File: src/rtl/scratchpad_seq.sv
// ============================================================================
//  Module   : scratchpad_seq
//  Function : scrypt scratchpad sequencer; fills V[0..N-1] from the core's X
//             words, then returns V[j] for each integerified X word.
//  Revision : 1.0
// ============================================================================
`default_nettype none

module scratchpad_seq #(
    parameter int ADDRBITS = 10
) (
    input  logic                clock,
    input  logic                reset,
    input  logic                start,
    output logic                busy,
    output logic                done,
    input  logic                in_valid,
    output logic                in_ready,
    input  logic [255:0]        in_data,
    output logic                out_valid,
    input  logic                out_ready,
    output logic [255:0]        out_data,
    output logic [ADDRBITS-1:0] ram_raddr,
    output logic [ADDRBITS-1:0] ram_waddr,
    output logic [255:0]        ram_data,
    output logic                ram_wren,
    input  logic [255:0]        ram_q
);

    localparam logic [1:0] c_IDLE  = 2'd0;
    localparam logic [1:0] c_WRITE = 2'd1;
    localparam logic [1:0] c_DRAIN = 2'd2;
    localparam logic [1:0] c_READ  = 2'd3;

    localparam logic [ADDRBITS-1:0] c_LAST = '1;

    logic [1:0]          r_state;
    logic [1:0]          w_state_nxt;
    logic [ADDRBITS-1:0] r_wcount;
    logic [ADDRBITS-1:0] r_rcount;
    logic [ADDRBITS-1:0] r_rd_addr;
    logic                r_rd_pend;
    logic                r_rd_phase;
    logic                r_out_valid;
    logic [255:0]        r_out_data;
    logic                r_wren;
    logic [255:0]        r_wdata;
    logic                r_done;
    logic                w_in_ready;
    logic                w_in_beat;
    logic                w_out_beat;

    assign w_in_ready = (r_state == c_WRITE) ||
                        ((r_state == c_READ) && !r_rd_pend && !r_out_valid);
    assign w_in_beat  = in_valid && w_in_ready;
    assign w_out_beat = r_out_valid && out_ready;

    always_ff @(posedge clock) begin
        if (reset) begin
            r_state <= c_IDLE;
        end else begin
            r_state <= w_state_nxt;
        end
    end

    always_comb begin
        w_state_nxt = r_state;
        case (r_state)
            c_IDLE:  if (start) w_state_nxt = c_WRITE;
            c_WRITE: if (w_in_beat && (r_wcount == c_LAST)) w_state_nxt = c_DRAIN;
            c_DRAIN: w_state_nxt = c_READ;
            c_READ:  if (w_out_beat && (r_rcount == c_LAST)) w_state_nxt = c_IDLE;
            default: w_state_nxt = c_IDLE;
        endcase
    end

    // The RAM registers waddr itself, so the data/wren pair is delayed one
    // cycle to line up with the old wcount it latched on the beat edge.
    always_ff @(posedge clock) begin
        if (reset) begin
            r_wcount    <= '0;
            r_rcount    <= '0;
            r_rd_addr   <= '0;
            r_rd_pend   <= 1'b0;
            r_rd_phase  <= 1'b0;
            r_out_valid <= 1'b0;
            r_out_data  <= '0;
            r_wren      <= 1'b0;
            r_wdata     <= '0;
            r_done      <= 1'b0;
        end else begin
            r_wren <= 1'b0;
            r_done <= 1'b0;
            case (r_state)
                c_IDLE: begin
                    if (start) begin
                        r_wcount <= '0;
                        r_rcount <= '0;
                    end
                end
                c_WRITE: begin
                    if (w_in_beat) begin
                        r_wcount <= r_wcount + 1'b1;
                        r_wren   <= 1'b1;
                        r_wdata  <= in_data;
                    end
                end
                c_READ: begin
                    if (w_in_beat) begin
                        r_rd_addr  <= in_data[ADDRBITS-1:0];
                        r_rd_pend  <= 1'b1;
                        r_rd_phase <= 1'b0;
                    end else if (r_rd_pend) begin
                        // phase 0: RAM latches raddr; phase 1: ram_q is valid
                        if (!r_rd_phase) begin
                            r_rd_phase <= 1'b1;
                        end else begin
                            r_out_data  <= ram_q;
                            r_out_valid <= 1'b1;
                            r_rd_pend   <= 1'b0;
                        end
                    end
                    if (w_out_beat) begin
                        r_out_valid <= 1'b0;
                        r_rcount    <= r_rcount + 1'b1;
                        if (r_rcount == c_LAST) r_done <= 1'b1;
                    end
                end
                default: ;
            endcase
        end
    end

    assign busy      = (r_state != c_IDLE);
    assign done      = r_done;
    assign in_ready  = w_in_ready;
    assign out_valid = r_out_valid;
    assign out_data  = r_out_data;
    assign ram_raddr = r_rd_addr;
    assign ram_waddr = r_wcount;
    assign ram_data  = r_wdata;
    assign ram_wren  = r_wren;

endmodule

`default_nettype wire

File: config.mk
export PLATFORM = sky130hd
export DESIGN_NAME = scratchpad_seq
export DESIGN_NICKNAME = d
export VERILOG_FILES = /design/src/rtl/scratchpad_seq.sv
export SDC_FILE = /design/constraint.sdc
export NUM_CORES = 1
export LEC_CHECK = 0
export CAP_MARGIN = 20
export CORE_AREA = 2 2 413 415
export DETAILED_ROUTE_END_ITERATION = 8
export DIE_AREA = 0 0 415 417
export GPL_TIMING_DRIVEN = 0
export HOLD_SLACK_MARGIN = 0.05
export SYNTH_ARGS = -nofsm -noshare
export SYNTH_HDL_FRONTEND = slang
export SYNTH_SLANG_ARGS = --single-unit
File: constraint.sdc
create_clock -name clock -period 2.14 [get_ports clock]
set_clock_uncertainty 0.15 [all_clocks]
set_input_delay 0.214 -clock clock [delete_from_list [all_inputs] [get_ports clock]]
set_output_delay 0.214 -clock clock [all_outputs]
set_load 0.01 [all_outputs]
Yosys cells after proc, flatten, opt, wreduce, memory -nomap -nowiden
Cells that the tools add are included. W data, S select, Z words.

Register bits after elaboration: 549. Bits in latches: 0. Memory bits (writable): 0. ROM bits: 0. Input bits: 517. Output and inout port bits: 537. Word-level logic and storage cells: 74. Memories: 0.

Add/subtract/negate cells: 2. $mul: 0. Div/mod/pow operators: 0. Order comparisons: 0. Equality and inequality tests: 11. Shift operators: 0. Multiplexer cells: 20. Bitwise operators: 4. Reductions and logical operators: 26.

Operators with widths (count): $pmux W10 S2 (2); $mux W10 (3); $add A10 B1 Y10 const B (2); $eq A10 B10 Y1 const B (2); $reduce_bool A2 Y1 (6); $mux W1 (11); $reduce_and A3 Y1 (3); $pmux W2 S4 (1); $reduce_and A4 Y1 (2); $logic_and A1 B1 Y1 (6); $mux W2 (3); $ne A2 B1 Y1 const B (3); $ne A2 B2 Y1 const B (3); $reduce_and A2 Y1 (3); $eq A2 B2 Y1 const B (2); $not A1 Y1 (4); $reduce_or A3 Y1 (1); $eq A2 B1 Y1 const B (1); $logic_not A1 Y1 (2); $logic_not A2 Y1 (1); $reduce_or A2 Y1 (1); $logic_or A1 B1 Y1 (1).

Depth between registers and ports, before layout
Depth in word-level cells: 8. Mapped depth: 10.

Worst setup path before layout
OpenSTA, ideal clock, no wires.

Kind: register to register. Start point: register r_state[0]. End point: register r_wcount[8] (netlist: ram_waddr[8]). Library setup time: 0.072 ns. Arrival time: 1.877 ns. Required time: 1.918 ns. Setup slack: 0.042 ns. Stages on the path, launching flop included: 9. Path buffers: 2. Path through: dfxtp_1 > inv_1 > ha_1 > nor2b_1 > buf_2 > or2_0 > clkbuf_2 > or4_1 > a21oi_1.

Longest elaborated chain between the ends: 7. Elaborated cells between the ends (all ways): 12.

RTL lines: start: declaration (line 37) `logic [1:0] r_state;`; start signal: assignment (line 60) `r_state <= c_IDLE;`; start signal: assignment (line 62) `r_state <= w_state_nxt;`; $eq A2 B2 Y1 (line 54) `((r_state == c_READ) && !r_rd_pend && !r_out_valid);`; $logic_and A1 B1 Y1 (2 in a row) (line 54); $logic_or A1 B1 Y1 (line 53) `assign w_in_ready = (r_state == c_WRITE) ||`; $logic_and A1 B1 Y1 (line 55) `assign w_in_beat = in_valid && w_in_ready;`; $ne A2 B2 Y1 (no source line); $reduce_and A3 Y1 (no source line); end signal: assignment (line 103) `r_wcount <= r_wcount + 1'b1;`; end: declaration (line 39) `logic [ADDRBITS-1:0] r_wcount;`.

Several ways; a longest one is shown, not always the timed one. A chain may end at the register's enable or synchronous reset.

Worst setup path after layout
Start point: register r_state[0]. End point: register r_wcount[6] (netlist: ram_waddr[6]).

Same word-level chain as after synthesis.

==> summary.md <==
| Metric | Value |
|---|---|
| Rows | 151 |
| Die Y | 417 um |
| Detail Placement HPWL | 98,900 um |
| TritonCTS clock tree | built |
| Largest net degree at the start of global routing | 14 |
| Slew Limit Fails | 0 |
| Asr flop ratio synth | 0% |
| Die ar. | 173,000 sq um |
| Synth Cell Area | 19,100 sq um |
| Initial antenna violation count | 33 |
| Nets | 4,593 |
| Area Growth Syn to Fin | 116% |
| Pre-CTS WS | -1.80 ns |
| Layout cells sized above 1 | 8.08% |
| Syn Area/Cell | 7.91 sq um |
| Status | finished clean |
| Final hold violations | 0 |
| RSZ-0062 raised after global routing | yes |
| H-tree levels | 3 |
| Vias | between 20,000 and 25,000 |
| Setup ws final | 0.0364 ns |
| VDD IR max | 0.607 mV |
| Crit path time final | 2.10 ns |
| Drt drc | 0 |
| DRT Pass-1 Iters | 7 |
| Worst stage delay on the critical path | 0.39 ns |
| CP max FO | 10 |
| Slew headroom | between 30% and 40% |
| Worst slew pin tran | 1.02 ns |
| Final setup violation count | 0 |
| Crit start category | flop |
| Synth warnings | 0 |
| Routed vias/inst | 3.69 |
| Element type at the critical path end | flop |
| Max-cap violations | 0 |
| Pwr dens | 745 nW/um^2 |
| Antenna viol nets, final | 0 |
| GRT Total Usage | 14.0% |
| P_leak | 14.3 nW |
| Sequential share of the synthesized area | 57.5% |
| Clock transition at path regs | 0.06 ns |
| EDFF count, synth | 0 |
| Fin crit share | roughly 98% |
| Seq cells post-synth | 549 |
| Clk_lat worst skew | 0.67 ns |
| Die width | 415 um |
| CTS sink count | approximately 550 |
| Worst Path Class, Setup | flop to flop |
| Total grt overflow | 0 |
| Top delay family on crit path | simple AND/OR/NAND/NOR gates |
| Syn Nets | 2,939 |
| Drt wl/cell | 20.2 um |
| Vias in the first global route | 23,000 |
| Synth Instances | 2,415 |
| DRT Wirelength | 128,000 um |
| FILL cells | between 15,000 and 20,000 |
| Tot Pwr | 30.8 mW |
| Slowest-stage cell, CP | dfxtp_4 |
| First-pass GRT wire length | 172,000 um |
| Data required time of the worst path | 2.51 ns |
| Worst hold-check path type | input port to flop |
| Crit path DAT | 2.48 ns |
| Fmax | 0.475 GHz |
| Drt first-iter violations | 1,250 |
| RD Place Congestion | ~0.95 |
| Root buf cell | clkbuf_16 |
| CP Buf/Inv Count | 3 |
| I/O pin count | 1,054 |
| Cell-by-cell trace of the critical path | inv_2 > ha_4 > nor2b_1 > buf_2 > clkbuf_2 > nor4_1 > xnor2_1 > nor2_1 |
| CTS Buffer Depth | 3 |
| Top_reg_cell synth | dfxtp_1 |
| Cell variety after synth | 38 |
| CTS Buf Count | 70 |
| Count of input and output buffers | 1,052 |
| Core box area | roughly 170,000 sq um |
| Initial Util | 11.3% |
| Final setup TNS | 0 ns |
sequential cells by signal, indices dropped and copies added, names as in the netlist:
register and count:
ram_wren 1, r_rd_phase 1, done 1, ram_raddr 10
out_data 256, out_valid 1, ram_waddr 10, r_rd_pend 1
ram_data 256, r_rcount 10, r_state 2
cells in the mapped netlist (5+ instances only):
library cell | instances | area [sq um]
or4_1 | 6 | 45.0
nand3_1 | 8 | 40.0
xnor2_1 | 10 | 87.6
dfxtp_1 | 549 | 11000
o31ai_1 | 6 | 45.0
mux2i_1 | 12 | 120
nand2b_1 | 5 | 31.3
nand2_1 | 1035 | 3880
buf_1 | 7 | 26.3
ha_1 | 7 | 87.6
nand4_1 | 6 | 37.5
nor2_1 | 26 | 97.6
inv_1 | 9 | 33.8
nor4_1 | 6 | 37.5
buf_2 | 48 | 240
a21oi_1 | 525 | 2630
clkbuf_1 | 122 | 458
path summary, 6_finish.rpt:
check	from	endpoint	slack (ns)	cells after the start
min reg2reg	ram_data[45]	ram_data[45]	0.30	2
min	ram_q[70]	out_data[70]	0.09	3
max reg2reg	r_state[0]	ram_waddr[6]	0.04	8
max	r_state[0]	ram_waddr[6]	0.04	8
worst min-delay path, cell delays in order:
cell             delay [ns]
clkdlybuf4s50_1        0.49
nand2_1                0.10
a21oi_1                0.05
cells in the final DEF, fill, tap and decap left out, drive strengths merged, types with 16 or more instances in the layout:
| cell | instances |
|---|---|
| nand2 | 1035 |
| clkdlybuf4s50 | 1011 |
| dfxtp | 549 |
| a21oi | 525 |
| dlygate4sd3 | 496 |
| clkbuf | 216 |
| buf | 95 |
| dlygate4sd2 | 38 |
| nor2 | 26 |
| inv | 16 |
per-stage QoR:
| stage | std cells | utilization [%] | instance area [sq um] | hold slack [ns] |
|---|---|---|---|---|
| after floorplan | 2415 | - | 19100 | 0.200 |
| after global routing | 6348 | 24.5 | 41300 | 0.0546 |
| final | 6351 | 24.5 | 41300 | 0.0901 |
| after detailed placement | 5695 | 19.3 | 32600 | 0.296 |
| after global placement | 5685 | 19.2 | 32400 | 0.291 |
| after CTS | 6332 | 24.1 | 40700 | 0.0552 |
final cells by class:
type / count / area (sq um) / area share, %
Tap cell: 2218 / 2780 / 6.73
Buffer: 176 / 1360 / 3.30
Clock inverter: 27 / 399 / 0.967
Clock buffer: 97 / 1990 / 4.81
Multi-Input combinational cell: 1678 / 7650 / 18.5
Inverter: 9 / 36.3 / 0.0879
Sequential cell: 549 / 11000 / 26.7
Antenna cell: 12 / 30.0 / 0.0728
Timing Repair Buffer: 1585 / 16000 / 38.8
cell families (layout without fill, tap and decap cells):
| kind of cell | count (synthesis) | count (layout) | share of synthesized area [%] |
|---|---|---|---|
| AOI/OAI and AO/OA | 543 | 543 | 14.5 |
| adders and majority gates | 7 | 7 | 0.458 |
| and+or+nand+nor | 1105 | 1105 | 22.3 |
| DFF | 549 | 549 | 57.5 |
| other | 0 | 12 | 0 |
| xor gates and xnor gates | 10 | 10 | 0.458 |
| buffers and inverters | 188 | 1894 | 4.03 |
| muxes | 13 | 13 | 0.701 |
power by group:
group	internal, mW	switching (mW)	leakage (nW)	total (mW)
Combinational	3.46	3.46	8.68	6.92
Sequential	10.9	0.366	4.44	11.2
Clock	7.42	5.21	1.17	12.6
Total	21.7	9.03	14.3	30.8
routing by layer:
metal | wire length, um | global-route usage, %
met2 | 65700 | 25.1
met4 | 5100 | 5.88
met5 | 186 | 0
met1 | 48400 | 15.3
met3 | 8840 | 3.98
timing repair:
item,CTS,global route
pin swaps,9,9
endpoints found under the setup margin,587,335
buffers inserted,15,3
endpoints found under the hold margin,504,0
cloned,4,7
resized for setup,259,118
hold buffers,496,0
(Power assumes the default switching activity.)
